`src/rtl/riscv_pkg.sv`:
```
`default_nettype none
// =============================================================================
// riscv_pkg : RV32 constants, instruction field positions and fetch states
//             shared by the fetch unit and the control unit.
// Revision  : 1.0
// =============================================================================
package riscv_pkg;

   localparam int XLEN = 32;

   localparam logic [6:0] OPC_LOAD   = 7'b0000011;
   localparam logic [6:0] OPC_STORE  = 7'b0100011;
   localparam logic [6:0] OPC_BRANCH = 7'b1100011;
   localparam logic [6:0] OPC_JAL    = 7'b1101111;
   localparam logic [6:0] OPC_JALR   = 7'b1100111;
   localparam logic [6:0] OPC_OP_IMM = 7'b0010011;
   localparam logic [6:0] OPC_OP     = 7'b0110011;
   localparam logic [6:0] OPC_LUI    = 7'b0110111;
   localparam logic [6:0] OPC_AUIPC  = 7'b0010111;
   localparam logic [6:0] OPC_SYSTEM = 7'b1110011;

   localparam int OPCODE_LSB = 0;
   localparam int OPCODE_MSB = 6;
   localparam int FUNCT3_LSB = 12;
   localparam int FUNCT3_MSB = 14;
   localparam int FUNCT7_LSB = 25;
   localparam int FUNCT7_MSB = 31;

   typedef enum logic [1:0] {
      FETCH_REQ  = 2'd0,
      FETCH_WAIT = 2'd1,
      INSTR_HOLD = 2'd2,
      FETCH_HALT = 2'd3
   } fetch_state_t;

endpackage
`default_nettype wire

```
`src/rtl/instr_fetch_unit.sv`:
```
`default_nettype none
// =============================================================================
// instr_fetch_unit : PC register, single-outstanding fetch FSM and registered
//                    instruction output. FETCH_MISALIGN_TRAP_EN adds a sticky
//                    fault and a halt state for misaligned redirects.
// Revision         : 1.0
// =============================================================================
module instr_fetch_unit #(
   parameter int              XLEN     = riscv_pkg::XLEN,
   parameter logic [XLEN-1:0] RESET_PC = {XLEN{1'b0}}
) (
   input  logic            clk,
   input  logic            rst_n,
   output logic            imem_req_valid,
   input  logic            imem_req_ready,
   output logic [XLEN-1:0] imem_addr,
   input  logic            imem_rsp_valid,
   input  logic [XLEN-1:0] imem_rsp_data,
   output logic            instr_valid,
   input  logic            instr_ready,
   output logic [XLEN-1:0] instr,
   output logic [XLEN-1:0] instr_pc,
   output logic [6:0]      opcode,
   output logic [2:0]      funct3,
   output logic [6:0]      funct7,
   input  logic            redirect_valid,
   input  logic [XLEN-1:0] redirect_pc
`ifdef FETCH_MISALIGN_TRAP_EN
   ,
   output logic            fetch_fault
`endif
);
   import riscv_pkg::*;

   fetch_state_t    state;
   logic [XLEN-1:0] pc;
   logic            squash;
   logic            req_fire;
   logic            misaligned;
   logic [XLEN-1:0] redirect_target;

`ifdef FETCH_MISALIGN_TRAP_EN
   assign misaligned      = |redirect_pc[1:0];
   assign redirect_target = redirect_pc;
`else
   assign misaligned      = 1'b0;
   assign redirect_target = redirect_pc & ~{{(XLEN-2){1'b0}}, 2'b11};
`endif

   // Gated by rst_n so no request is offered while reset is held.
   assign imem_req_valid = rst_n && (state == FETCH_REQ);
   assign req_fire       = imem_req_valid && imem_req_ready;
   assign imem_addr      = pc;

   assign opcode = instr[OPCODE_MSB:OPCODE_LSB];
   assign funct3 = instr[FUNCT3_MSB:FUNCT3_LSB];
   assign funct7 = instr[FUNCT7_MSB:FUNCT7_LSB];

   always_ff @(posedge clk or negedge rst_n) begin
      if (!rst_n) begin
         state       <= FETCH_REQ;
         pc          <= RESET_PC;
         squash      <= 1'b0;
         instr       <= '0;
         instr_pc    <= '0;
         instr_valid <= 1'b0;
`ifdef FETCH_MISALIGN_TRAP_EN
         fetch_fault <= 1'b0;
`endif
      end else if (redirect_valid) begin
         pc <= redirect_target;
         if (misaligned) begin
            state       <= FETCH_HALT;
            squash      <= 1'b0;
            instr_valid <= 1'b0;
`ifdef FETCH_MISALIGN_TRAP_EN
            fetch_fault <= 1'b1;
`endif
         end else begin
`ifdef FETCH_MISALIGN_TRAP_EN
            fetch_fault <= 1'b0;
`endif
            case (state)
               FETCH_REQ: begin
                  // The accepted request carried the old pc; drop its response.
                  if (req_fire) begin
                     squash <= 1'b1;
                     state  <= FETCH_WAIT;
                  end
               end
               FETCH_WAIT: begin
                  if (imem_rsp_valid) begin
                     squash <= 1'b0;
                     state  <= FETCH_REQ;
                  end else begin
                     squash <= 1'b1;
                  end
               end
               INSTR_HOLD: begin
                  instr_valid <= 1'b0;
                  state       <= FETCH_REQ;
               end
               default: state <= FETCH_REQ;
            endcase
         end
      end else begin
         case (state)
            FETCH_REQ: begin
               if (req_fire) state <= FETCH_WAIT;
            end
            FETCH_WAIT: begin
               if (imem_rsp_valid) begin
                  if (squash) begin
                     squash <= 1'b0;
                     state  <= FETCH_REQ;
                  end else begin
                     instr       <= imem_rsp_data;
                     instr_pc    <= pc;
                     instr_valid <= 1'b1;
                     state       <= INSTR_HOLD;
                  end
               end
            end
            INSTR_HOLD: begin
               if (instr_ready) begin
                  pc          <= pc + XLEN'(4);
                  instr_valid <= 1'b0;
                  state       <= FETCH_REQ;
               end
            end
            default: state <= FETCH_HALT;
         endcase
      end
   end

endmodule
`default_nettype wire
```
`config.mk`:
```
export PLATFORM = sky130hd
export DESIGN_NAME = instr_fetch_unit
export DESIGN_NICKNAME = d
export VERILOG_FILES = /design/src/rtl/riscv_pkg.sv /design/src/rtl/instr_fetch_unit.sv
export SDC_FILE = /design/constraint.sdc
export NUM_CORES = 1
export LEC_CHECK = 0
export ABC_AREA = 1
export BUFFER_PORTS_ARGS = -buffer_cell sky130_fd_sc_hd__buf_2
export CELL_PAD_IN_SITES_DETAIL_PLACEMENT = 2
export CELL_PAD_IN_SITES_GLOBAL_PLACEMENT = 2
export CORE_MARGIN = 2
export CORE_UTILIZATION = 28
export CTS_CLUSTER_DIAMETER = 40
export DETAILED_ROUTE_END_ITERATION = 10
export PLACE_DENSITY = 0.83
export RECOVER_POWER = 25
export SYNTH_ARGS = -nofsm -noshare
export SYNTH_HDL_FRONTEND = slang
export SYNTH_SLANG_ARGS = --single-unit
```
`constraint.sdc`:
```
create_clock -name clk -period 1.9 [get_ports clk]
set_input_delay 0.19 -clock clk [delete_from_list [all_inputs] [get_ports clk]]
set_output_delay 0.19 -clock clk [all_outputs]
set_load 0.01 [all_outputs]
```
==> impl_metrics.toml, run 1 <==
[sta]
drv_slew = 0
tightest_slew_ps = 916.2
skew_ps = 9.438
rsz0062_at_grt = "false"
max_freq_mhz = 569.1
fin_crit_ps = 1757
max_slew_margin = 0.3892
period_share = 0.9249
finalHoldViolCount = 0
setup_tns_ps = 0
finalSetupViolCount = 0

[clock_tree]
cts_made_buffers = 9
cts_buffer_depth = 2
clkTransAtPathRegs_ps = 70
postCtsSetupRepairBufs = 0
insertion_delay_ps = 350
cts_num_sinks = 96
cts-root-buf = "clkbuf_16"
cts_tree = "built"
htree_levels = 3

[cells_and_area]
stdcell_count = 1023
diodes = 0
drive_gt1_frac = 0.3149
final_util = 0.3622
fin_nets = 864
multi_input_area_um2 = 2296
syn2layout_area_growth_pct = 25.75
fill_cells = 2120
ff_latch_area_um2 = 2402

[yosys]
yosysSeqAreaShare = 0.4596
synth.cell_area_um2 = 5228
yosys_register_bits = 96
synth_warnings = 0
syn_area_per_cell_um2 = 8.324
synth_cell_types = 27
synthCells = 628

[routing]
detail_route.wl_per_cell_um = 17.20
via_per_inst = 4.622
ant_nets = 0
post-route-drc-count = 0
drt_first_iter_violations = 134
wl_mm = 17.60
vias = 4728
drt_pre_antenna_iters = 4

[setup_path]
cpMaxStageDelayCell = "dfrtp_1"
arrival_ps = 2000
crit_path_frequent_cell = "inv_1"
slowest_delay_ps = 420
cp.required_ps = 2140
worst-setup-path-type = "flop to flop"
crit_fanout = 16
critPathLaunchType = "flop"
setup.worst_path.end_class = "flop"
cp_cell_sequence = "inv_1 > ha_1 > inv_1 > nor2_4 > nand3_4 > buf_4 > mux2_4"

[place]
place_congestion = 0.7753
io_buffers = 178
hpwlAfterDp_mm = 13.55
dp.cells = 1006

[die]
rows = 49
die_area_um2 = 19780
start_util = 0.2881
core-area_um2 = 18150
boundaryPins = 185
die_width_um = 140.6
die_y_um = 140.6

[job]
drv_cap = 0

[power]
power.density_nw_per_um2 = 1370
p_total_w = 0.009005
leakagePower_nw = 3.523
vdd_drop_max_mv = 0.4167

[outcome]
outcome = "completed"

[global_route]
grt_max_degree = 97
grt_pass1_vias = 5071
grtUsageTotal = 0.1789
grt_first_pass_wirelength_mm = 27.90
antenna_found_initial = 0
overflow = 0

[hold_path]
hold_path.class = "primary input to flop"
==> final timing paths <==
path,startpoint,endpoint,slack [ps],depth (start not counted)
worst max-delay path,state[1],instr[2],140,7
worst max register to register,state[1],instr[2],140,7
worst min register to register,instr_pc[17],instr_pc[17],480,2
worst min-delay path,imem_rsp_data[6],instr[6],60,2
max in group asynchronous,rst_n,imem_addr[17],380,3
min in group asynchronous,rst_n,imem_addr[8],920,3
==> cells in the mapped netlist (all sizes together) <==
cell | n | area share
a21boi | 1 | 0.0014
a22o | 1 | 0.0017
mux2 | 34 | 0.098
clkbuf | 10 | 0.0072
nand3 | 30 | 0.031
buf | 35 | 0.051
nor3 | 5 | 0.0048
nand2 | 172 | 0.13
a22oi | 1 | 0.0014
nand3b | 2 | 0.0029
dfrtp | 96 | 0.46
ha | 5 | 0.012
a21oi | 23 | 0.022
nor2 | 72 | 0.060
nand4 | 1 | 0.0012
a31oi | 2 | 0.0024
o21ai | 69 | 0.066
conb | 1 | 0.00072
inv | 66 | 0.047
o211ai | 2 | 0.0029
==> critical path: cells and delay by family (launching register included) <==
family	cells	cell delay [ps]
buf+inv	3	430
flops	1	420
mux	1	310
simple gates	2	280
fa+ha+maj	1	200
==> state kept, by name, summed over array words and instances (netlist names) <==
signal       count
imem_addr       30
instr           32
instr_pc        30
instr_valid      1
squash           1
state            2
==> per-layer routing <==
metal  vias to the layer above  global-route usage  part of all wire
li1                       2290                   -                 -
met1                      2279              0.2358              0.46
met2                       141              0.2973              0.47
met3                        18             0.03363             0.053
met4                         0             0.05895             0.018
met5                         -                   0                 0
==> cell usage in the layout (no fill, tap or decap), types with 2 or more instances in the layout <==
cell / Yosys / final
o211ai_1: 2 / 2
o21ai_0: 69 / 69
inv_1: 66 / 66
nand3b_1: 2 / 2
nand2_2: 3 / 3
bufinv_16: 0 / 2
buf_12: 0 / 2
buf_2: 6 / 174
nor3_1: 5 / 5
inv_6: 0 / 2
a21oi_1: 23 / 22
dfrtp_1: 96 / 96
nand2_1: 168 / 168
buf_4: 24 / 10
nor2_2: 3 / 3
ha_1: 5 / 5
nand3_1: 29 / 29
nor2_4: 5 / 5
nor2_1: 64 / 64
clkbuf_16: 0 / 9
a31oi_1: 2 / 2
conb_1: 1 / 4
clkbuf_1: 10 / 5
mux2_4: 34 / 34
==> cells by family after synthesis <==
group / share of synthesized area
and+or+nand+nor: 0.2267
buffers and inverters: 0.1056
AOI/OAI and AO/OA: 0.09789
DFF: 0.4595
muxes: 0.09765
adders and majority gates: 0.01197
other: 0.0007174
==> per-stage QoR <==
| step | instance area, um^2 | hold slack [ps] | setup slack (ps) |
|---|---|---|---|
| after floorplan | 5239 | -105.6 | 380.2 |
| after global routing | 6574 | 61.96 | 3.683 |
| after detailed placement | 6261 | 374.4 | 147.8 |
| after CTS | 6590 | 51.02 | 141.1 |
| final | 6574 | 64.07 | 142.7 |
| after global placement | 6261 | 368.5 | 220.6 |
==> timing repair <==
action,CTS,global route
hold endpoints to repair,29,0
resized for setup,0,0
hold buffers,1,0
==> power breakdown <==
group	leakage [nW]	internal, W	total [W]	switching (W)
clock network	0.153	0.00116	0.00201	0.000843
logic	2.18	0.00157	0.00350	0.00193
registers	1.19	0.00284	0.00350	0.000652
==> area by class of cell <==
cell class              instances  share of cell area
flip-flops and latches         96              0.3654
repair buffers                192              0.1555
multi-input cells             424              0.3493
inverters                      66             0.03769
clock buffers                  10             0.03483
well taps                     229             0.04359
clock inverters                 6             0.01370
Note: power is estimated with default switching activity, not from simulation.
==> inputs of run 2 (changes only) <==
Settings changed: CELL_PAD_IN_SITES_DETAIL_PLACEMENT 2 to 0, CELL_PAD_IN_SITES_GLOBAL_PLACEMENT 2 to 1, CORE_UTILIZATION 28 to 35, PLACE_DENSITY 0.83 to 0.81.
==> run 2 against run 1 <==
First-iteration DRC count grew 30%. Via count shrank 4.5%. Critical path type unchanged. Worst hold slack gained 2.0 ps. Largest power group unchanged. Fmax grew 4.6%. Clock-buffer cell count is the same. Combinational power shrank 3%. Final cell count shrank 4.6%. Core utilization grew 8.5 points. Total power shrank 1.3%. Register-to-register slack gained 80 ps. Clock skew shrank 1.3 ps.
==> impl_metrics.toml, run 2 (synthesis results as in run 1) <==
[outcome]
outcome = "completed"

[die]
die_area_um2 = 15930
core-area_um2 = 14590
die_y_um = 126.2
die_width_um = 126.2
boundaryPins = 185
rows = 44
start_util = 0.3583

[routing]
detail_route.wl_per_cell_um = 14.85
ant_nets = 0
wl_mm = 14.49
vias = 4513
post-route-drc-count = 0
via_per_inst = 4.624
drt_pre_antenna_iters = 4
drt_first_iter_violations = 174

[job]
drv_cap = 0

[cells_and_area]
syn2layout_area_growth_pct = 24.89
diodes = 0
top_register = "instr"
fin_nets = 862
final_util = 0.4475
drive_gt1_frac = 0.3169
stdcell_count = 976
layout.cells.most_common_list = "buf_2 (176), nand2_1 (168), dfrtp_1 (96), o21ai_0 (69), inv_1 (66)"
fill_cells = 1476
final_common_cell = "buf_2"
largest_reg_flops = 32

[global_route]
antenna_found_initial = 0
grt_first_pass_wirelength_mm = 23.09
grtUsageTotal = 0.1853
grt_max_degree = 95
grt_pass1_vias = 4316
overflow = 0

[setup_path]
crit_path_frequent_cell = "nand2_1"
cp_cell_sequence = "ha_1 > nand2_2 > nor2_2 > nand2_2 > nor2_4 > nand2_1 > nand2_1 > nand3_1 > nand2_1 > nand2_1"
crit_fanout = 6
critical_path_buf_inv_count = 0
ff2ff_path_depth = 10
regToRegStartpoint = "imem_addr[2]"
crit_family = "simple AND/OR/NAND/NOR gates"
rrSetupSlack_ps = 220
worst-setup-path-type = "flop to flop"
crit_cells = 10
slowest_delay_ps = 410
setup.worst_path.end_class = "flop"
cp.required_ps = 2140
cpMaxStageDelayCell = "dfrtp_1"
critPathLaunchType = "flop"
reg2reg_to = "imem_addr[26]"
arrival_ps = 1920

[sta]
rsz0062_at_grt = "false"
max_slew_margin = 0.4040
fin_ws_ps = 220.1
skew_ps = 8.129
setup_tns_ps = 0
fin_crit_ps = 1680
period_share = 0.8841
finalHoldViolCount = 0
finalSetupViolCount = 0
tightest_slew_ps = 893.9
drv_slew = 0
max_freq_mhz = 595.3

[power]
leakagePower_nw = 3.535
power.density_nw_per_um2 = 1361
vdd_drop_max_mv = 0.4681
p_total_w = 0.008883

[clock_tree]
clkTransAtPathRegs_ps = 70
postCtsSetupRepairBufs = 0
cts-root-buf = "clkbuf_16"
cts_resized = 0
htree_levels = 3
cts_buffer_depth = 2
cts_tree = "built"
cts_num_sinks = 96
insertion_delay_ps = 350
cts_hold_buf = 1
cts_made_buffers = 9

[place]
hpwlAfterDp_mm = 10.77
io_buffers = 178
dp.cells = 959
pre_cts_ws_ps = 233.4
place_congestion = 0.8567

[hold_path]
hold_depth = 2
hold_path.class = "primary input to flop"
hold_start = "imem_rsp_data[0]"
holdPathEnd = "instr[0]"
==> run 2: cell count changes in the layout (fill, tap and decap cells not counted) <==
cell | previous run | this run
buf_12 | 2 | 3
clkbuf_1 | 5 | 2
buf_2 | 174 | 176
clkinvlp_4 | 1 | 0
inv_6 | 2 | 1
clkbuf_8 | 0 | 1
buf_4 | 10 | 7
clkinv_4 | 0 | 2
==> run 2: worst register-to-register path, delay by kind of cell, from the launching register on <==
kind	cells	cell delay [ps]
adder cells (fa/ha/maj)	1	240
flip-flops	1	410
AND/OR/NAND/NOR	9	910
==> run 2: final cells by class <==
| cell class | instances | area [um^2] | area share |
|---|---|---|---|
| Clock buffer | 10 | 239.0 | 0.03660 |
| Clock inverter | 6 | 91.34 | 0.01399 |
| Inverter | 66 | 247.7 | 0.03795 |
| Multi-Input combinational cell | 424 | 2296 | 0.3517 |
| Sequential cell | 96 | 2402 | 0.3680 |
| Tap cell | 184 | 230.2 | 0.03526 |
| Timing Repair Buffer | 190 | 1022 | 0.1566 |
==> run 2: how the worst max path moves through the flow <==
stage	to	from
after CTS	imem_addr[24]	imem_addr[2]
after global routing	imem_addr[24]	imem_addr[2]
after global placement	imem_addr[5]	state[0]
after detailed placement	imem_addr[24]	imem_addr[2]
final	imem_addr[26]	imem_addr[2]
after floorplan	instr[0]	state[1]
==> run 2: per-layer routing <==
| layer | share of wire | vias up | track usage | routed length (um) |
|---|---|---|---|---|
| met2 | 0.44 | 142 | 0.2910 | 6445 |
| met1 | 0.49 | 2060 | 0.2590 | 7069 |
| met3 | 0.055 | 11 | 0.03483 | 798 |
| li1 | - | 2300 | - | - |
| met5 | 0 | - | 0 | 0 |
| met4 | 0.012 | 0 | 0.06012 | 178 |
==> run 2: through the flow <==
step	area (um^2)	hold WS (ps)
6_report	6529	66.07
5_1_grt	6529	59.09
4_1_cts	6543	52.25
3_5_place_dp	6202	28.96
3_3_place_gp	6202	26.86
2_1_floorplan	5239	-105.6
==> run 2: power breakdown <==
part | switching (W) | total [W] | leakage [nW] | internal [W]
registers | 0.000612 | 0.00345 | 1.19 | 0.00284
clock network | 0.000830 | 0.00203 | 0.163 | 0.00120
logic | 0.00183 | 0.00340 | 2.18 | 0.00157
==> inputs of run 3 (changes only) <==
Settings changed: PLACE_DENSITY 0.81 to unset, PLACE_DENSITY_LB_ADDON set to 0.1.
==> run 3 against run 2 <==
Critical path type unchanged. Total power grew 0.95%. Register-to-register slack got worse by 110 ps. Combinational power shrank 2%. Largest power group unchanged. Clock power is 7% higher. Worst setup slack lost 110 ps. Wire length grew 2.0%. Sequential share of layout area decreased by 0.38 points. Highest routed layer unchanged. Critical endpoint is now instr_pc[3]. Die area did not move. Core utilization is 0.47 points higher.
==> impl_metrics.toml, run 3 (synthesis results as in run 1) <==
[clock_tree]
insertion_delay_ps = 350
cts_tree = "built"
cts_num_sinks = 96
cts_made_buffers = 9
clkTransAtPathRegs_ps = 70
cts-root-buf = "clkbuf_16"
htree_levels = 3
cts_buffer_depth = 2

[sta]
finalHoldViolCount = 0
fin_ws_ps = 114.4
skew_ps = 13.56
tightest_slew_ps = 943.8
finalSetupViolCount = 0
max_freq_mhz = 560.0
drv_slew = 0
max_slew_margin = 0.3708
period_share = 0.9398
fin_crit_ps = 1786

[setup_path]
slowest_delay_ps = 420
critPathLaunchType = "flop"
cp_cell_sequence = "inv_1 > ha_2 > inv_1 > nor2_4 > buf_4 > nand3_2 > buf_4 > mux2_4"
arrival_ps = 2020
critical_path_buf_inv_count = 4
crit_fanout = 7
cpMaxStageDelayCell = "dfrtp_1"
worst-setup-path-type = "flop to flop"
crit_family = "buffers and inverters"
cp.required_ps = 2130
setup.worst_path.end_class = "flop"

[outcome]
outcome = "completed"

[routing]
detail_route.wl_per_cell_um = 14.94
wl_mm = 14.78
drt_pre_antenna_iters = 4
vias = 4564
via_per_inst = 4.615
drt_first_iter_violations = 228
ant_nets = 0
post-route-drc-count = 0

[cells_and_area]
layout.cells.most_common_list = "nand2_1 (168), buf_2 (138), dfrtp_1 (96), o21ai_0 (69), inv_1 (66)"
fill_cells = 1503
diodes = 0
ff_latch_area_um2 = 2402
drive_gt1_frac = 0.2807
stdcell_area_um2 = 6598
top_register = "instr"
multi_input_area_um2 = 2308
final_common_cell = "nand2_1"
largest_reg_flops = 32
fin_nets = 875
syn2layout_area_growth_pct = 26.21
stdcell_count = 989

[place]
pre_cts_ws_ps = 82.82
io_buffers = 178
dp.cells = 966
hpwlAfterDp_mm = 10.99
postPlaceCellArea_um2 = 6242
place_congestion = 0.8059

[power]
power.density_nw_per_um2 = 1359
leakagePower_nw = 3.461
vdd_drop_max_mv = 0.4142

[global_route]
grt_pass1_vias = 4441
overflow = 0
grt_max_degree = 97
grt_first_pass_wirelength_mm = 23.54
grtUsageTotal = 0.1859
antenna_found_initial = 0

[die]
die_area_um2 = 15930
boundaryPins = 185
rows = 44
die_y_um = 126.2
core-area_um2 = 14590
die_width_um = 126.2
start_util = 0.3583

[job]
drv_cap = 0

[hold_path]
hold_path.class = "primary input to flop"
==> run 3: worst paths after layout <==
check | start | slack [ps] | endpoint | cells after the start
setup / recovery | state[1] | 110 | instr_pc[3] | 8
min in group asynchronous | rst_n | 790 | imem_addr[5] | 3
setup reg to reg | state[1] | 110 | instr_pc[3] | 8
hold / removal | imem_rsp_data[25] | 70 | instr[25] | 2
hold reg to reg | instr_pc[4] | 490 | instr_pc[4] | 2
max in group asynchronous | rst_n | 420 | imem_addr[27] | 3
==> run 3: cell type report <==
| cell class | count | area share |
|---|---|---|
| Clock buffer | 11 | 0.03679 |
| Clock inverter | 5 | 0.01669 |
| Inverter | 66 | 0.03755 |
| Multi-Input combinational cell | 425 | 0.3499 |
| Sequential cell | 96 | 0.3641 |
| Tap cell | 184 | 0.03489 |
| Timing Repair Buffer | 202 | 0.1601 |
==> run 3: per-layer routing <==
metal / vias to the layer above / GRT usage / wire length, um
met5: - / 0 / 0
met4: 0 / 0.06399 / 280
met3: 18 / 0.03271 / 675
met2: 132 / 0.2878 / 6524
met1: 2082 / 0.2635 / 7298
li1: 2332 / - / -
==> run 3: worst register-to-register path: stages, from the launching register on <==
cell and delay (ps):
dfrtp_1 420, inv_1 110, ha_2 200, inv_1 80
nor2_4 160, buf_4 140, nand3_2 90, buf_4 180
mux2_4 290
==> run 3: through the flow <==
step,utilization,setup TNS (ps),hold slack (ps),power (W)
global placement,0.4279,0,341.8,0.006871
detailed placement,0.4279,0,345.7,0.006929
floorplan,-,0,-105.6,0.005622
finish,0.4522,0,70.88,0.008967
global route,0.4522,-44.48,59.04,0.009612
CTS,0.4527,0,56.48,0.009156
==> run 3: report_power, final <==
| group | total (W) | switching [W] | internal (W) |
|---|---|---|---|
| combinational | 0.00333 | 0.00183 | 0.00150 |
| sequential | 0.00347 | 0.000626 | 0.00284 |
| clock | 0.00217 | 0.000829 | 0.00134 |
| total | 0.00897 | 0.00328 | 0.00568 |
==> run 3: what timing repair did <==
action / in CTS / in global routing
setup endpoints to repair: 0 / 49
setup buffers: 0 / 5
hold endpoints to repair: 96 / 0
hold buffers: 1 / 0
resized for setup: 0 / 2
